**src/rtl/asic_pkg.sv**
```systemverilog
// asic_pkg: shared types and constants for the ASIC feed DMA.
// Provides the AXI field widths (as overridable defines), the DMA FSM state
// enum, AXI encodings used by the read master and a small min helper.
`ifndef AXI_ADDR_BITS
`define AXI_ADDR_BITS 32
`endif
`ifndef AXI_ID_BITS
`define AXI_ID_BITS 4
`endif
`ifndef AXI_LEN_BITS
`define AXI_LEN_BITS 4
`endif
`ifndef AXI_SIZE_BITS
`define AXI_SIZE_BITS 3
`endif
`ifndef AXI_DATA_BITS
`define AXI_DATA_BITS 32
`endif

package asic_pkg;

    typedef enum logic [2:0] {
        IDLE   = 3'd0,
        AR_REQ = 3'd1,
        R_DATA = 3'd2,
        DRAIN  = 3'd3,
        DONE   = 3'd4
    } dma_state_e;

    localparam logic [1:0] AXI_BURST_INCR = 2'b01;
    localparam logic [2:0] AXI_SIZE_WORD  = 3'b010;
    localparam logic [1:0] AXI_RESP_OKAY  = 2'b00;
    localparam int         BOUNDARY_4K    = 4096;

endpackage

```
**src/rtl/sync_fifo.sv**
```systemverilog
// sync_fifo: single-clock word FIFO.
// Ports: i_clk/i_rst_n clock and async active-low reset; i_push/i_wdata write;
// i_pop read-advance; i_flush drops all contents; o_rdata head word (0 when
// empty); o_full/o_empty status; o_count occupancy for free-slot checks.
// A push while full is honoured only if a pop happens in the same cycle.
module sync_fifo #(
    parameter int WIDTH = 32,
    parameter int DEPTH = 32
) (
    input  logic                     i_clk,
    input  logic                     i_rst_n,
    input  logic                     i_push,
    input  logic                     i_pop,
    input  logic                     i_flush,
    input  logic [WIDTH-1:0]         i_wdata,
    output logic [WIDTH-1:0]         o_rdata,
    output logic                     o_full,
    output logic                     o_empty,
    output logic [$clog2(DEPTH):0]   o_count
);

    localparam int AW = $clog2(DEPTH);
    localparam logic [AW-1:0] PTR_ONE = AW'(1);
    localparam logic [AW:0]   CNT_ONE = (AW+1)'(1);

    logic [WIDTH-1:0] r_mem [DEPTH];
    logic [AW-1:0]    r_wptr;
    logic [AW-1:0]    r_rptr;
    logic [AW:0]      r_count;
    logic             w_push;
    logic             w_pop;

    assign o_empty = (r_count == '0);
    assign o_full  = (r_count == (AW+1)'(DEPTH));
    assign o_count = r_count;
    assign w_pop   = i_pop && !o_empty;
    assign w_push  = i_push && (!o_full || w_pop);
    // Gate the head so the stream output reads 0 while nothing is held.
    assign o_rdata = o_empty ? '0 : r_mem[r_rptr];

    always_ff @(posedge i_clk) begin
        if (w_push) r_mem[r_wptr] <= i_wdata;
    end

    always_ff @(posedge i_clk or negedge i_rst_n) begin
        if (!i_rst_n) begin
            r_wptr  <= '0;
            r_rptr  <= '0;
            r_count <= '0;
        end else if (i_flush) begin
            r_wptr  <= '0;
            r_rptr  <= '0;
            r_count <= '0;
        end else begin
            if (w_push) r_wptr <= r_wptr + PTR_ONE;
            if (w_pop)  r_rptr <= r_rptr + PTR_ONE;
            unique case ({w_push, w_pop})
                2'b10:   r_count <= r_count + CNT_ONE;
                2'b01:   r_count <= r_count - CNT_ONE;
                default: r_count <= r_count;
            endcase
        end
    end

endmodule

```
**src/rtl/asic_feed_dma.sv**
```systemverilog
// asic_feed_dma: AXI4 read-master DMA feeding the ASIC ingest stream.
// Ports: ACLK/ARESETn clock and async active-low reset; start/src_addr/
// word_cnt job launch; busy/done job status; AR*_M / R*_M AXI4 read master;
// data_out/data_valid/data_ready word stream toward the ASIC.
// Optional macro ASIC_FEED_DMA_ERR_EN adds a sticky `err` output: a non-OKAY
// R beat stops pushing, the burst is drained from the bus, the FIFO is
// flushed and the job ends.
module asic_feed_dma
    import asic_pkg::*;
#(
    parameter int BURST_LEN  = 16,
    parameter int FIFO_DEPTH = 32,
    parameter int CNT_W      = 11
) (
    input  logic                       ACLK,
    input  logic                       ARESETn,
    input  logic                       start,
    input  logic [`AXI_ADDR_BITS-1:0]  src_addr,
    input  logic [CNT_W-1:0]           word_cnt,
    output logic                       busy,
    output logic                       done,
`ifdef ASIC_FEED_DMA_ERR_EN
    output logic                       err,
`endif
    output logic [`AXI_ID_BITS-1:0]    ARID_M,
    output logic [`AXI_ADDR_BITS-1:0]  ARADDR_M,
    output logic [`AXI_LEN_BITS-1:0]   ARLEN_M,
    output logic [`AXI_SIZE_BITS-1:0]  ARSIZE_M,
    output logic [1:0]                 ARBURST_M,
    output logic                       ARVALID_M,
    input  logic                       ARREADY_M,
    input  logic [`AXI_ID_BITS-1:0]    RID_M,
    input  logic [`AXI_DATA_BITS-1:0]  RDATA_M,
    input  logic [1:0]                 RRESP_M,
    input  logic                       RLAST_M,
    input  logic                       RVALID_M,
    output logic                       RREADY_M,
    output logic [31:0]                data_out,
    output logic                       data_valid,
    input  logic                       data_ready
);

    localparam int AB = `AXI_ADDR_BITS;
    localparam int LW = `AXI_LEN_BITS;
    localparam int CW = $clog2(FIFO_DEPTH);

    dma_state_e        r_state;
    dma_state_e        w_next;
    logic [AB-1:0]     r_addr;      // next burst start address
    logic [CNT_W-1:0]  r_remain;    // words not yet requested
    logic [CNT_W-1:0]  r_len;       // length of the burst on AR
    logic              r_arvalid;
    logic [AB-1:0]     r_araddr;
    logic [LW-1:0]     r_arlen;
    logic              r_live;      // lets constant AR fields read 0 in reset

    logic [CNT_W-1:0]  w_to4k;
    logic [CNT_W-1:0]  w_len;
    logic [CNT_W-1:0]  w_free;
    logic [CW:0]       w_count;
    logic              w_full;
    logic              w_empty;
    logic              w_push;
    logic              w_pop;
    logic              w_flush;
    logic              w_rbeat;
    logic              w_ar_hs;
    logic              w_abort;
    logic              w_accept;

    assign w_rbeat  = RVALID_M && RREADY_M;
    assign w_ar_hs  = r_arvalid && ARREADY_M;
    assign w_pop    = data_valid && data_ready;
    assign w_accept = (r_state == IDLE) && start;
    assign w_free   = CNT_W'(FIFO_DEPTH) - CNT_W'(w_count);
    // Words left before the next 4KB page: 1..1024.
    assign w_to4k   = CNT_W'(BOUNDARY_4K / 4) - CNT_W'(r_addr[11:2]);

    always_comb begin
        w_len = CNT_W'(BURST_LEN);
        if (r_remain < w_len) w_len = r_remain;
        if (w_to4k < w_len)   w_len = w_to4k;
    end

`ifdef ASIC_FEED_DMA_ERR_EN
    logic r_err;
    logic r_drop;   // error seen: swallow the rest of the burst
    logic w_bad;
    assign w_bad   = (RRESP_M != AXI_RESP_OKAY);
    assign w_push  = w_rbeat && !r_drop && !w_bad;
    assign w_abort = w_rbeat && RLAST_M && (r_drop || w_bad);
    assign w_flush = w_abort;
    assign err     = r_err;

    always_ff @(posedge ACLK or negedge ARESETn) begin
        if (!ARESETn) begin
            r_err  <= 1'b0;
            r_drop <= 1'b0;
        end else if (w_accept) begin
            r_err  <= 1'b0;
            r_drop <= 1'b0;
        end else begin
            if (w_rbeat && w_bad) begin
                r_err  <= 1'b1;
                r_drop <= 1'b1;
            end
            if (w_abort) r_drop <= 1'b0;
        end
    end

    logic w_unused;
    assign w_unused = ^{RID_M, w_full};
`else
    assign w_push  = w_rbeat;
    assign w_abort = 1'b0;
    assign w_flush = 1'b0;

    logic w_unused;
    assign w_unused = ^{RID_M, RRESP_M, w_full};
`endif

    sync_fifo #(
        .WIDTH (32),
        .DEPTH (FIFO_DEPTH)
    ) u_fifo (
        .i_clk   (ACLK),
        .i_rst_n (ARESETn),
        .i_push  (w_push),
        .i_pop   (w_pop),
        .i_flush (w_flush),
        .i_wdata (RDATA_M[31:0]),
        .o_rdata (data_out),
        .o_full  (w_full),
        .o_empty (w_empty),
        .o_count (w_count)
    );

    assign data_valid = !w_empty;

    // State register
    always_ff @(posedge ACLK or negedge ARESETn) begin
        if (!ARESETn) r_state <= IDLE;
        else          r_state <= w_next;
    end

    // Next state and state-decoded outputs
    always_comb begin
        w_next   = r_state;
        busy     = 1'b0;
        done     = 1'b0;
        RREADY_M = 1'b0;
        unique case (r_state)
            IDLE: begin
                if (start) w_next = (word_cnt != '0) ? AR_REQ : DONE;
            end
            AR_REQ: begin
                busy = 1'b1;
                if (w_ar_hs) w_next = R_DATA;
            end
            R_DATA: begin
                busy     = 1'b1;
                RREADY_M = 1'b1;
                if (w_rbeat && RLAST_M) begin
                    if (w_abort)              w_next = DONE;
                    else if (r_remain != '0)  w_next = AR_REQ;
                    else                      w_next = DRAIN;
                end
            end
            DRAIN: begin
                busy = 1'b1;
                if (w_empty) w_next = DONE;
            end
            DONE: begin
                done   = 1'b1;
                w_next = IDLE;
            end
            default: w_next = IDLE;
        endcase
    end

    // Address/count bookkeeping and AR channel
    always_ff @(posedge ACLK or negedge ARESETn) begin
        if (!ARESETn) begin
            r_addr    <= '0;
            r_remain  <= '0;
            r_len     <= '0;
            r_arvalid <= 1'b0;
            r_araddr  <= '0;
            r_arlen   <= '0;
            r_live    <= 1'b0;
        end else begin
            r_live <= 1'b1;
            if (w_accept) begin
                r_addr   <= src_addr;
                r_remain <= word_cnt;
            end
            // Only request once the whole burst fits; the FIFO only drains
            // while waiting, so the check cannot go stale.
            if ((r_state == AR_REQ) && !r_arvalid && (w_free >= w_len)) begin
                r_arvalid <= 1'b1;
                r_araddr  <= r_addr;
                r_arlen   <= LW'(w_len - CNT_W'(1));
                r_len     <= w_len;
            end
            if (w_ar_hs) begin
                r_arvalid <= 1'b0;
                r_addr    <= r_addr + AB'({r_len, 2'b00});
                r_remain  <= r_remain - r_len;
            end
        end
    end

    assign ARID_M    = '0;
    assign ARADDR_M  = r_araddr;
    assign ARLEN_M   = r_arlen;
    assign ARVALID_M = r_arvalid;
    assign ARSIZE_M  = r_live ? AXI_SIZE_WORD  : '0;
    assign ARBURST_M = r_live ? AXI_BURST_INCR : '0;

endmodule

```
**config.mk**
```make
export PLATFORM = sky130hd
export DESIGN_NAME = asic_feed_dma
export DESIGN_NICKNAME = d
export VERILOG_FILES = /design/src/rtl/asic_pkg.sv /design/src/rtl/sync_fifo.sv /design/src/rtl/asic_feed_dma.sv
export SDC_FILE = /design/constraint.sdc
export NUM_CORES = 1
export LEC_CHECK = 0
export CAP_MARGIN = 20
export CORE_UTILIZATION = 43
export DETAILED_ROUTE_END_ITERATION = 7
export GPL_TIMING_DRIVEN = 0
export SLEW_MARGIN = 20
export SYNTH_ARGS = -nofsm -noshare
export SYNTH_HDL_FRONTEND = slang
export SYNTH_SLANG_ARGS = --single-unit
```
**constraint.sdc**
```tcl
create_clock -name ACLK -period 9.9 [get_ports ACLK]
set_input_delay 1.98 -clock ACLK [delete_from_list [all_inputs] [get_ports ACLK]]
set_output_delay 1.98 -clock ACLK [all_outputs]
set_load 0.1 [all_outputs]
```
==> impl_summary.txt <==
----------------------------------------------------
[CTS]
  Post-cts resize count ... 0
  Clock-pin transition on the worst setup and hold timing paths ... 60 ps
  # clock sinks ... 1135
  # Post-CTS Setup Buffers ... 0
  Cell at the root of the clock tree ... sky130_fd_sc_hd__clkbuf_16
  CTS tree ... done
  Hold buffer count at cts ... 0
  Total CTS buffers ... 114
  Insertion delay of the later-clocked pin in the worst-skew pair ... 720 ps
  Maximum number of buffers from clock root to sink ... 3
  Depth of the CTS H-tree ... 3

[Power]
  Power density of the placed cells ... 313 nW/um^2
  Leakage component of the power ... 18.0 nW
  Highest ir drop seen on vdd ... 0.256 mV
  Overall Power ... 17.3 mW

[Yosys]
  Number of cells produced by synthesis ... 2301
  Count of flip-flops with a built-in enable after synthesis ... 1024
  Seq/Total Area, Yosys ... 0.725
  Fraction of synthesis flops using an asynchronous set or reset pin ... 0.0978
  Number of distinct library cells after synthesis ... 76
  Main area contributors after synthesis ... sky130_fd_sc_hd__edfxtp_1 67%, sky130_fd_sc_hd__mux4_2 16%, sky130_fd_sc_hd__dfrtp_1 6.0%
  Post-synthesis sequential element count ... 1135
  Yosys warns ... 0
  Post-synth top area share ... 0.665
  Synthesized area divided by synthesized cell count ... 20.1 sq um
  Count leader, synth ... sky130_fd_sc_hd__edfxtp_1
  Most common flop cell mapped by yosys ... sky130_fd_sc_hd__edfxtp_1
  Top cell types by occurrence after synthesis ... 1024 x sky130_fd_sc_hd__edfxtp_1, 320 x sky130_fd_sc_hd__mux4_2, 131 x sky130_fd_sc_hd__nor2_1
  Summed instance area of the synthesized netlist ... 46200 sq um
  Library cell occupying the most area in the post-synthesis netlist ... sky130_fd_sc_hd__edfxtp_1

[Floorplanning]
  Placeable Area ... 106000 sq um
  Starting Density ... 0.437
  Row cnt ... 119
  Horizontal extent of the die ... 330 um
  Top-Level Pins ... 170
  Die boundary height ... 330 um
  Area of the die ... 109000 sq um

[Hold path]
  WHS Path Cells ... 2
  Startpoint of the worst hold path ... r_addr[0]
  Path category of the worst min-delay check ... flip-flop to flip-flop
  Destination of the worst hold path ... r_addr[0]

[Global route]
  Via count of the first global-routing pass ... 25100
  Maximum number of pins on one net before global-route repair ... 66
  GRT overflow ... 0
  Number of antenna violations at the first check in global routing ... 1
  GRT Resource Usage Total ... 0.221
  Wire length of the first global-routing pass ... 172 mm

[Critical path]
  Worst EP required ... 7920 ps
  Critical path launch point type ... flip-flop
  Signal arrival time at the worst endpoint ... 5290 ps
  Worst reg-to-reg setup slack ... 3960 ps
  Endpoint of the worst register-to-register path ... r_len[1]
  Number of cell instances on the worst register-to-register path ... 18
  Startpoint-to-endpoint class of the critical path ... flip-flop to primary output
  Type of destination of the critical path ... primary output
  Largest driver fanout on the critical path ... 10
  Launch instance of the worst register-to-register path ... r_remain[7]

[Detailed routing]
  DRC violations left ... 0
  Remaining antenna violation count after routing ... 0
  Total vias in the final route ... 24200
  Routed wire length ... 119 mm
  Router iterations before antenna repair ... 7
  DRC marker count from the first detailed-route iteration ... 2181
  Vias per cell ... 5.85
  Detailed-route wire length per cell ... 28.8 um

[Placement]
  Input/output buffers ... 156
  Placed cell areas ... 51400 sq um
  Detailed-placement wirelength estimate ... 80.7 mm
  Global placement routability congestion ... 0.862

[Final layout]
  Fraction of layout instances using a drive strength above 1 ... 0.265
  Number of nets in the final layout ... 2792
  Synth-to-layout area growth ... 19.2%
  Final instance area ... 55100 sq um

[Timing]
  Total setup violations reported at the end of the flow ... 0
  Period Utilization, post-route ... 0.734
  Maximum achievable frequency ... 0.138 GHz
  Max-slew violations ... 0
  Total negative setup slack ... 0 ps
  Relative max-transition margin ... 0.242
  RSZ-0062 raised after global routing ... false
  Final number of hold-violating endpoints ... 0
  Worst hold margin ... 476 ps
  Post-layout min period ... 7270 ps
  Worst clock skew ... 58.1 ps
  Slew @ Worst Pin ... 1130 ps

[Run]
  Count of maximum capacitance violations ... 0

[Run status]
  Result of the run ... finished, final reports clean

----------------------------------------------------
cell families after synthesis:
family,share of synthesized area
AOI/OAI and AO/OA,0.0275
xor gates and xnor gates,0.00587
adders and majority gates,0.0159
buffers and inverters,0.0159
DFF,0.725
muxes,0.176
other,0.000162
and+or+nand+nor,0.0336
worst max-delay path, stage by stage (launching register included):
cell and delay (ps):
sky130_fd_sc_hd__dfrtp_1 380, sky130_fd_sc_hd__buf_2 180, sky130_fd_sc_hd__clkbuf_1 820, sky130_fd_sc_hd__buf_1 830, sky130_fd_sc_hd__mux4_2 420, sky130_fd_sc_hd__mux4_2 500
sky130_fd_sc_hd__mux2i_1 350, sky130_fd_sc_hd__nor2_1 110, sky130_fd_sc_hd__clkdlybuf4s50_1 1010
layer usage:
layer  GRT usage  wire length (um)  part of all wire
met5           0                 0                 0
met4      0.0661              3340             0.028
met1       0.289             48200              0.40
met3      0.0343              6910             0.058
met2       0.382             60800              0.51
through the flow:
step           worst slack (ps)  utilization  instances
6_report                   2630        0.521       4137
3_3_place_gp               1970        0.468       3860
2_1_floorplan              4990            -       2313
5_1_grt                    2590        0.521       4136
3_5_place_dp               3250        0.486       3922
4_1_cts                    2540        0.521       4135
placed cells by master, fill, tap and decap left out, types with 17 or more instances in the layout:
master                            Yosys  layout
sky130_fd_sc_hd__nor2_4               1      33
sky130_fd_sc_hd__clkdlybuf4s50_1      0     146
sky130_fd_sc_hd__clkbuf_16            0     114
sky130_fd_sc_hd__ha_1                54      54
sky130_fd_sc_hd__edfxtp_1          1024    1024
sky130_fd_sc_hd__mux2i_1             45      45
sky130_fd_sc_hd__o21ai_0             51      51
sky130_fd_sc_hd__a21oi_1             43      43
sky130_fd_sc_hd__buf_16               0      46
sky130_fd_sc_hd__clkbuf_1            51      67
sky130_fd_sc_hd__dfrtp_1            111     111
sky130_fd_sc_hd__nand3_1             23      23
sky130_fd_sc_hd__mux4_2             320     320
sky130_fd_sc_hd__xnor2_1             23      23
sky130_fd_sc_hd__nor3_1              17      17
sky130_fd_sc_hd__nand2_1             72      72
sky130_fd_sc_hd__inv_1               30      30
sky130_fd_sc_hd__nor2_1             131      99
sky130_fd_sc_hd__mux2_2              41      41
sky130_fd_sc_hd__buf_4               29      29
sky130_fd_sc_hd__clkinv_2             0      35
sky130_fd_sc_hd__buf_2               19      30
state kept, by name (all words and copies together), names as in the netlist:
signal,count
u_fifo.r_mem,1024
ARADDR_M,32
r_addr,32
r_len,11
r_remain,11
u_fifo.o_count,6
u_fifo.r_rptr,5
u_fifo.r_wptr,5
ARLEN_M,4
r_state,3
ARVALID_M,1
r_live,1
report_power, final:
group	total (mW)	leakage [nW]	switching [mW]	internal [mW]
clock	4.29	1.84	1.86	2.44
combinational	7.28	5.66	4.60	2.68
sequential	5.70	10.5	0.232	5.47
total	17.3	18.0	6.69	10.6
final cells by class:
type / count / area [sq um]
repair buffers: 218 / 3100
inverters: 32 / 120
well taps: 1391 / 1740
multi-input cells: 1028 / 12300
clock inverters: 76 / 759
fillers: 8247 / 50800
clock buffers: 137 / 2970
flip-flops and latches: 1135 / 33500
plain buffers: 118 / 622
diodes: 2 / 5.00
worst max-delay path by stage:
stage,from,end,depth (start not counted)
3_3_place_gp,data_ready,u_fifo.r_mem[31][14],5
5_1_grt,u_fifo.r_rptr[1],data_out[12],8
3_5_place_dp,u_fifo.r_rptr[1],data_out[25],8
4_1_cts,u_fifo.r_rptr[1],data_out[25],8
6_report,u_fifo.r_rptr[1],data_out[25],8
2_1_floorplan,u_fifo.r_rptr[1],data_out[13],7
No activity file was read; power rests on OpenSTA's default activity.
